### src/rtl/prog_sequencer.sv
// ---------------------------------------------------------------------------
// prog_sequencer
//
// Purpose:
//   Launches up to three fixed programs on a simple core, one after another.
//   A level-sensitive request from the bench loads the next program's base
//   address into the fetch unit with an absolute-jump strobe. The sequencer
//   then counts RUN cycles until the core decodes a halt instruction. It
//   raises Ack and keeps it high until the request drops. Only then does it
//   advance to the next program, in the order 0 -> 1 -> 2 -> 0.
//
// Optional feature:
//   PROG_SEQ_WATCHDOG_EN
//     When defined, a program still running at WDOG_CYCLES RUN cycles is
//     forced to finish and Timeout is raised.
//     When undefined, RUN ends only on Halt and Timeout is tied to 0.
//
// Ports:
//   Clk        in   1   single clock, rising edge
//   Reset_n    in   1   asynchronous active-low reset
//   Req        in   1   run-next-program request (level)
//   Halt       in   1   decoded halt from the core, used only in RUN
//   Start      out  1   fetch hold; 1 freezes the program counter
//   BranchAbs  out  1   absolute-jump strobe to the fetch unit
//   Target     out  10  jump address, base of program ProgIdx
//   Ack        out  1   program finished; held until Req drops
//   ProgIdx    out  2   current or next program index (0..2)
//   CycleCnt   out  16  RUN cycles of the current or last program, saturating
//   Timeout    out  1   last program was ended by the watchdog
// ---------------------------------------------------------------------------
module prog_sequencer #(
  parameter logic [9:0]  PROG0_BASE  = 10'd0,
  parameter logic [9:0]  PROG1_BASE  = 10'd128,
  parameter logic [9:0]  PROG2_BASE  = 10'd256,
  parameter logic [15:0] WDOG_CYCLES = 16'd50000
) (
  input  logic        Clk,
  input  logic        Reset_n,
  input  logic        Req,
  input  logic        Halt,
  output logic        Start,
  output logic        BranchAbs,
  output logic [9:0]  Target,
  output logic        Ack,
  output logic [1:0]  ProgIdx,
  output logic [15:0] CycleCnt,
  output logic        Timeout
);

  typedef enum logic [1:0] {
    IDLE = 2'd0,
    LOAD = 2'd1,
    RUN  = 2'd2,
    DONE = 2'd3
  } seqState_e;

  seqState_e   state_q, state_d;
  logic [1:0]  progIdx_q, progIdx_d;
  logic [15:0] cycleCnt_q, cycleCnt_d;

  // Saturated count: the counter stops at all-ones instead of wrapping.
  logic        cntSat;
  assign cntSat = (cycleCnt_q == 16'hFFFF);

`ifdef PROG_SEQ_WATCHDOG_EN
  logic timeout_q, timeout_d;
  logic wdogHit;

  // The limit is reached in the RUN cycle whose count equals WDOG_CYCLES-1.
  // That is the WDOG_CYCLES-th RUN cycle, because the count starts at 0.
  assign wdogHit = (cycleCnt_q == (WDOG_CYCLES - 16'd1));
`endif

  // State and datapath registers. An asynchronous reset discards any running
  // program and leaves the sequencer ready to run program 0.
  always_ff @(posedge Clk or negedge Reset_n) begin
    if (!Reset_n) begin
      state_q    <= IDLE;
      progIdx_q  <= 2'd0;
      cycleCnt_q <= 16'd0;
    end else begin
      state_q    <= state_d;
      progIdx_q  <= progIdx_d;
      cycleCnt_q <= cycleCnt_d;
    end
  end

`ifdef PROG_SEQ_WATCHDOG_EN
  // Timeout flag. It is cleared when a program is loaded and set only by the
  // watchdog exit, so it describes the most recently finished program.
  always_ff @(posedge Clk or negedge Reset_n) begin
    if (!Reset_n) begin
      timeout_q <= 1'b0;
    end else begin
      timeout_q <= timeout_d;
    end
  end
`endif

  // Next-state logic. Halt matters only in RUN. Req matters only in IDLE,
  // where it starts a program, and in DONE, where it must drop before the
  // sequencer moves to the next program. When Halt and the watchdog limit
  // occur in the same cycle, Halt takes priority.
  always_comb begin
    state_d    = state_q;
    progIdx_d  = progIdx_q;
    cycleCnt_d = cycleCnt_q;
`ifdef PROG_SEQ_WATCHDOG_EN
    timeout_d  = timeout_q;
`endif
    case (state_q)
      IDLE: begin
        if (Req) begin
          state_d = LOAD;
        end
      end
      LOAD: begin
        cycleCnt_d = 16'd0;
`ifdef PROG_SEQ_WATCHDOG_EN
        timeout_d  = 1'b0;
`endif
        state_d    = RUN;
      end
      RUN: begin
        if (Halt) begin
          state_d = DONE;
`ifdef PROG_SEQ_WATCHDOG_EN
        end else if (wdogHit) begin
          state_d   = DONE;
          timeout_d = 1'b1;
`endif
        end else if (!cntSat) begin
          cycleCnt_d = cycleCnt_q + 16'd1;
        end
      end
      DONE: begin
        if (!Req) begin
          state_d   = IDLE;
          progIdx_d = (progIdx_q == 2'd2) ? 2'd0 : progIdx_q + 2'd1;
        end
      end
      default: begin
        state_d = IDLE;
      end
    endcase
  end

  // Moore outputs decoded from the state. Start and BranchAbs come from
  // disjoint states, so they can never be high together.
  always_comb begin
    Start     = 1'b0;
    BranchAbs = 1'b0;
    Ack       = 1'b0;
    case (state_q)
      IDLE:    Start = 1'b1;
      LOAD:    BranchAbs = 1'b1;
      RUN:     Start = 1'b0;
      DONE: begin
        Start = 1'b1;
        Ack   = 1'b1;
      end
      default: Start = 1'b1;
    endcase
  end

  // Base address lookup, driven in every state. Index 3 cannot be reached;
  // it decodes to address 0.
  always_comb begin
    Target = 10'd0;
    case (progIdx_q)
      2'd0:    Target = PROG0_BASE;
      2'd1:    Target = PROG1_BASE;
      2'd2:    Target = PROG2_BASE;
      default: Target = 10'd0;
    endcase
  end

  assign ProgIdx  = progIdx_q;
  assign CycleCnt = cycleCnt_q;

`ifdef PROG_SEQ_WATCHDOG_EN
  assign Timeout = timeout_q;
`else
  assign Timeout = 1'b0;
`endif

endmodule
### config.mk
export PLATFORM = sky130hd
export DESIGN_NAME = prog_sequencer
export DESIGN_NICKNAME = d
export VERILOG_FILES = /design/src/rtl/prog_sequencer.sv
export SDC_FILE = /design/constraint.sdc
export NUM_CORES = 1
export LEC_CHECK = 0
export CAP_MARGIN = 20
export CORE_ASPECT_RATIO = 1.5
export CORE_MARGIN = 10
export CORE_UTILIZATION = 40
export CTS_CLUSTER_DIAMETER = 50
export CTS_CLUSTER_SIZE = 12
export DETAILED_ROUTE_END_ITERATION = 16
export DONT_BUFFER_PORTS = 1
export PLACE_DENSITY_LB_ADDON = 0.12
export SETUP_SLACK_MARGIN = 0.2
export SYNTH_ARGS = -nofsm -noshare
export SYNTH_HDL_FRONTEND = slang
export SYNTH_SLANG_ARGS = --single-unit
### constraint.sdc
create_clock -name Clk -period 2.4 [get_ports Clk]
set_input_delay 0.6 -clock Clk [delete_from_list [all_inputs] [get_ports Clk]]
set_output_delay 0.6 -clock Clk [all_outputs]
set_load 0.02 [all_outputs]
==> flow_summary.ini, run 1 <==
[status]
outcome = completed

[worst_setup_path]
crit_chain = ha_1 -> nand4_1 -> nor4_4 -> buf_4 -> o21ai_1 -> o211ai_1
slowest_stage = dfrtp_1
max_stage_delay_ns = 0.52
cp_max_fo = 6
critPathKind = flip-flop to flip-flop
rr_startpoint = CycleCnt[1]
reg2reg_to = CycleCnt[15]
cp.arrival_ns = 2.14
required_ns = 2.58
critPathBufInv = 1
r2r_setup_slack_ns = 0.44
end_kind = flip-flop
r2r_cells = 6
startpoint_type = flip-flop
crit_family = simple AND/OR/NAND/NOR gates

[drt]
drtIter0Drc = 32
wl_um = 3330
drc = 0
dr.pass1.iters = 4
vias = 1065
via_per_inst = 5.73
wire_per_inst_um = 17.9
postRouteAntennaNets = 0

[yosys]
synthCells = 141
yosys_warnings = 0
ys_types = 40
synth-seq-cells = 20
synth-edff-count = 0
yosysSeqAreaShare_pct = 37.6
synth-main-ff-cell = dfrtp_1
async_reset_ff_share_pct = 100
synth.avg_cell_area_um2 = 9.44
synthesis.area_um2 = 1330

[pwr]
p_leak_nw = 0.615
power_per_cell_area_nw_per_um2 = 959
ir_drop_mv = 0.511

[placement]
routabilityCongestion = 0.768
hpwl_um = 2580
portBuffers = 0
place_area_um2 = 1370

[finish]
insertedDiodeCount = 0
nNetsFinal = 157
final_layout_size_suffix_gt1_share_pct = 13.0
layout_common_cells = dfrtp_1, inv_1, nand3_1, nand2_1, conb_1
layout_commonest_cell = dfrtp_1
stdcell_area_um2 = 1450
synthToLayoutAreaGrowth_pct = 8.55

[sta]
setup-violations-final = 0
fmax_ghz = 0.511
tns_ns = 0
finalCritPeriodShare_pct = 81.6
rsz0062_at_grt = no
hold_viol = 0
fin_crit_ns = 1.96
final_max_slew_viol_count = 0
skew_ns = 0.00740

[die]
die_h_um = 90.7
core_um2 = 3190
io_pins = 36
initial_core_util_pct = 41.7
num_rows = 25
dieArea_um2 = 6080
die_x_um = 67.1

[clock_network]
cts.repair.resized = 0
cts_root_buffer = clkbuf_8
h-tree-depth = 1
tritoncts = yes
clock_sinks = 20
cts_buffers = 3
clk_pin_slew_ns = 0.08
ctsHoldBuffers = 0
post-cts-setup-buffers = 0
clock_latency_ns = 0.27
ctsLongestPathBuffers = 2

[global_route]
grt_usage_pct = 11.4
overflow = 0
antenna_found_initial = 0
grt_start_max_net_pins = 21
grt_pass1_vias = 1068
grt_pass1_wl_um = 5540

[worst_hold_path]
min_path_type = input port to async pin

[run]
cap_violations = 0
==> state kept, by name, indices dropped and copies added, names as in the netlist <==
| signal | count |
|---|---|
| CycleCnt | 16 |
| ProgIdx | 2 |
| state_q | 2 |
==> routing by layer <==
metal	routed length (µm)	vias to the layer above	track usage, %
met5	0	-	0
met4	43	0	4.64
met3	289	4	3.98
met2	1710	36	19.0
met1	1300	508	12.6
li1	-	517	-
==> kinds of logic after synthesis <==
| family | count (synthesis) | share of synthesized area [%] |
|---|---|---|
| compound gates | 29 | 16.1 |
| flops | 20 | 37.6 |
| fa+ha+maj | 6 | 5.64 |
| simple gates | 53 | 24.7 |
| other cells | 1 | 0.282 |
| mux | 7 | 5.55 |
| buf+inv | 25 | 10.2 |
==> final cells by class <==
class / count / area (µm²)
Tap cell: 40 / 50.0
Clock inverter: 1 / 30.0
Clock buffer: 3 / 41.3
Multi-Input combinational cell: 104 / 726
Timing Repair Buffer: 8 / 60.1
Sequential cell: 20 / 500
Inverter: 10 / 37.5
Fill cell: 341 / 1750
==> worst max path at each step <==
stage           startpoint            to  slack, ns  cells past startpoint
5_1_grt        CycleCnt[1]  CycleCnt[10]       0.31                      6
6_report       CycleCnt[1]  CycleCnt[15]       0.44                      6
2_1_floorplan   state_q[0]  CycleCnt[12]       0.55                      7
3_5_place_dp   CycleCnt[1]  CycleCnt[14]       0.49                      6
3_3_place_gp   CycleCnt[1]  CycleCnt[10]       0.51                      6
4_1_cts        CycleCnt[1]  CycleCnt[15]       0.46                      6
==> metrics by stage <==
| stage | utilization [%] | hold WS, ns | total power, mW | worst slack [ns] | instances |
|---|---|---|---|---|---|
| 2_1_floorplan | - | 0.304 | 0.936 | 0.551 | 149 |
| 3_3_place_gp | 43.1 | 0.305 | 1.04 | 0.509 | 182 |
| 3_5_place_dp | 43.1 | 0.305 | 1.05 | 0.486 | 182 |
| 4_1_cts | 45.3 | 0.00411 | 1.41 | 0.460 | 186 |
| 5_1_grt | 45.3 | 0.00136 | 1.49 | 0.310 | 186 |
| 6_report | 45.3 | 0.0133 | 1.39 | 0.442 | 186 |
==> where the power goes <==
group / switching, mW / internal [mW] / leakage, nW
clock network: 0.122 / 0.223 / 0.0357
registers: 0.108 / 0.398 / 0.270
logic: 0.350 / 0.184 / 0.309
total: 0.580 / 0.805 / 0.615
==> synthesized netlist by cell type (4+ instances only) <==
| library cell | instances | share of area, % |
|---|---|---|
| nor3_1 | 5 | 1.9 |
| mux2i_1 | 4 | 3.0 |
| ha_1 | 6 | 5.6 |
| nand2_1 | 9 | 2.5 |
| o31ai_1 | 4 | 2.3 |
| nand3_1 | 9 | 3.4 |
| nor4_1 | 4 | 1.9 |
| o211ai_1 | 4 | 2.3 |
| dfrtp_1 | 20 | 38 |
| buf_4 | 10 | 5.6 |
| inv_1 | 10 | 2.8 |
| nor2b_1 | 4 | 1.9 |
| o311ai_0 | 4 | 2.6 |
Note: power is estimated with default switching activity, not from simulation.
==> inputs of run 2 (changes only) <==
Clock period 2.4 ns to 1.8 ns, I/O delays scaled along.
==> run 2 against run 1 <==
  * Sequential power increased by 32%
  * Power increased by 59%
  * Cell count increased by 23%
  * Routed wire length increased by 21%
  * First-iteration DRC count decreased by 9.4%
  * Global-route usage increased by 2.1 points
  * Setup slack got worse by 0.33 ns
  * Core utilization increased by 18 points
  * Non-clock buffer count increased by 42
  * Largest cell class unchanged
==> flow_summary.ini, run 2 (synthesis results as in run 1) <==
[sta]
setup-violations-final = 0
slew_headroom_pct = 37.4
tns_ns = 0
setup_ws_ns = 0.112
rsz0062_at_grt = yes
skew_ns = 0.00476
finalCritPeriodShare_pct = 93.8
fin_worst_hold_slack_ns = 0.402
hold_viol = 0
fmax_ghz = 0.592
final_max_slew_viol_count = 0
tightest_slew_ns = 0.939
fin_crit_ns = 1.69

[clock_network]
cts_root_buffer = clkbuf_8
ctsLongestPathBuffers = 2
clock_sinks = 20
tritoncts = yes
clock_latency_ns = 0.26
cts_buffers = 3
h-tree-depth = 1
clk_pin_slew_ns = 0.07

[drt]
wl_um = 4040
postRouteAntennaNets = 0
via_per_inst = 5.58
wire_per_inst_um = 17.7
dr.pass1.iters = 4
vias = 1272
drc = 0
drtIter0Drc = 29

[placement]
routabilityCongestion = 0.831
hpwl_um = 2750
dp_slack_ns = 0.0158
portBuffers = 0

[finish]
final_layout_size_suffix_gt1_share_pct = 52.7
largest_reg_flops = 16
insertedDiodeCount = 0
fin_util_pct = 62.9
regArea_um2 = 512
nFillCells = 276
nNetsFinal = 199
layout_commonest_cell = buf_4
multi_input_area_um2 = 952
synthToLayoutAreaGrowth_pct = 50.7
layout_common_cells = buf_4, dfrtp_1, dfrtp_2, nand2_1, conb_1

[pwr]
ir_drop_mv = 0.924
clkPwrFrac_pct = 13.8
internal_power_mw = 1.25
p_comb_share_pct = 55.9
p_switching_mw = 0.956
swShare_pct = 43.3
power_frac_seq_pct = 30.2
power_per_cell_area_nw_per_um2 = 1100
p_leak_nw = 0.859

[global_route]
overflow = 0
grt_pass1_wl_um = 6530
grt_start_max_net_pins = 21
grt_pass1_vias = 1368
grt_usage_pct = 13.5
antenna_found_initial = 0

[die]
initial_core_util_pct = 41.7
dieArea_um2 = 6080
num_rows = 25
io_pins = 36
core_um2 = 3190
die_h_um = 90.7
die_x_um = 67.1

[worst_setup_path]
r2r_cells = 6
reg2reg_to = CycleCnt[12]
cp_max_fo = 6
r2r_setup_slack_ns = 0.11
required_ns = 1.99
critPathKind = flip-flop to flip-flop
rr_startpoint = state_q[0]
end_kind = flip-flop
startpoint_type = flip-flop
cp.arrival_ns = 1.88

[worst_hold_path]
min_path_type = input port to async pin

[run]
cap_violations = 0

[status]
outcome = completed
run 2: worst max path at each step:
stage	start	slack, ns	depth (start not counted)	endpoint
floorplan	state_q[0]	0.08	7	CycleCnt[12]
global placement	CycleCnt[5]	0.08	5	CycleCnt[5]
detailed placement	state_q[0]	0.02	6	CycleCnt[12]
CTS	state_q[1]	0.12	3	Start
global route	state_q[0]	0.08	6	CycleCnt[12]
finish	state_q[0]	0.11	6	CycleCnt[12]
run 2: metrics by stage:
stage / total power, mW / instance area, µm² / cells
5_1_grt: 2.37 / 2010 / 228
6_report: 2.21 / 2010 / 228
4_1_cts: 2.11 / 1860 / 221
2_1_floorplan: 1.29 / 1410 / 149
3_3_place_gp: 1.49 / 1540 / 200
3_5_place_dp: 1.52 / 1540 / 200
run 2: what timing repair did:
action                                  CTS  global route
buffers inserted                         16             7
endpoints found under the hold margin    20             0
endpoints found under the setup margin   20            29
pin swaps                                11            12
hold buffers                              1             0
gates cloned                              0             0
gates resized for setup                  30            27
run 2: worst max-delay path, cell delays in order, from the launching register on:
cell and delay [ns]:
dfrtp_1 0.40, inv_2 0.09, ha_4 0.16, nand2b_4 0.07, or3_1 0.38, or4_1 0.41, nand3_1 0.11
run 2: final cells by class:
| class | instances | share of cell area [%] |
|---|---|---|
| Multi-Input combinational cell | 104 | 47.5 |
| Sequential cell | 20 | 25.5 |
| Timing Repair Buffer | 50 | 20.3 |
| Tap cell | 40 | 2.50 |
| Clock buffer | 4 | 2.25 |
| Inverter | 10 | 2.00 |
run 2: power groups by stage:
stage               Sequential, mW  Clock, mW  Combinational [mW]
floorplan                    0.706          0               0.589
global placement             0.662          0               0.825
detailed placement           0.669          0               0.855
CTS                          0.650      0.324                1.14
global route                 0.686      0.331                1.35
finish                       0.668      0.306                1.24
run 2: per-layer routing:
metal | routed length [µm] | vias up | track usage [%]
met5 | 0 | - | 0
met4 | 76 | 0 | 6.01
met3 | 283 | 8 | 3.60
met2 | 2210 | 49 | 23.3
met1 | 1470 | 615 | 14.6
li1 | - | 600 | -
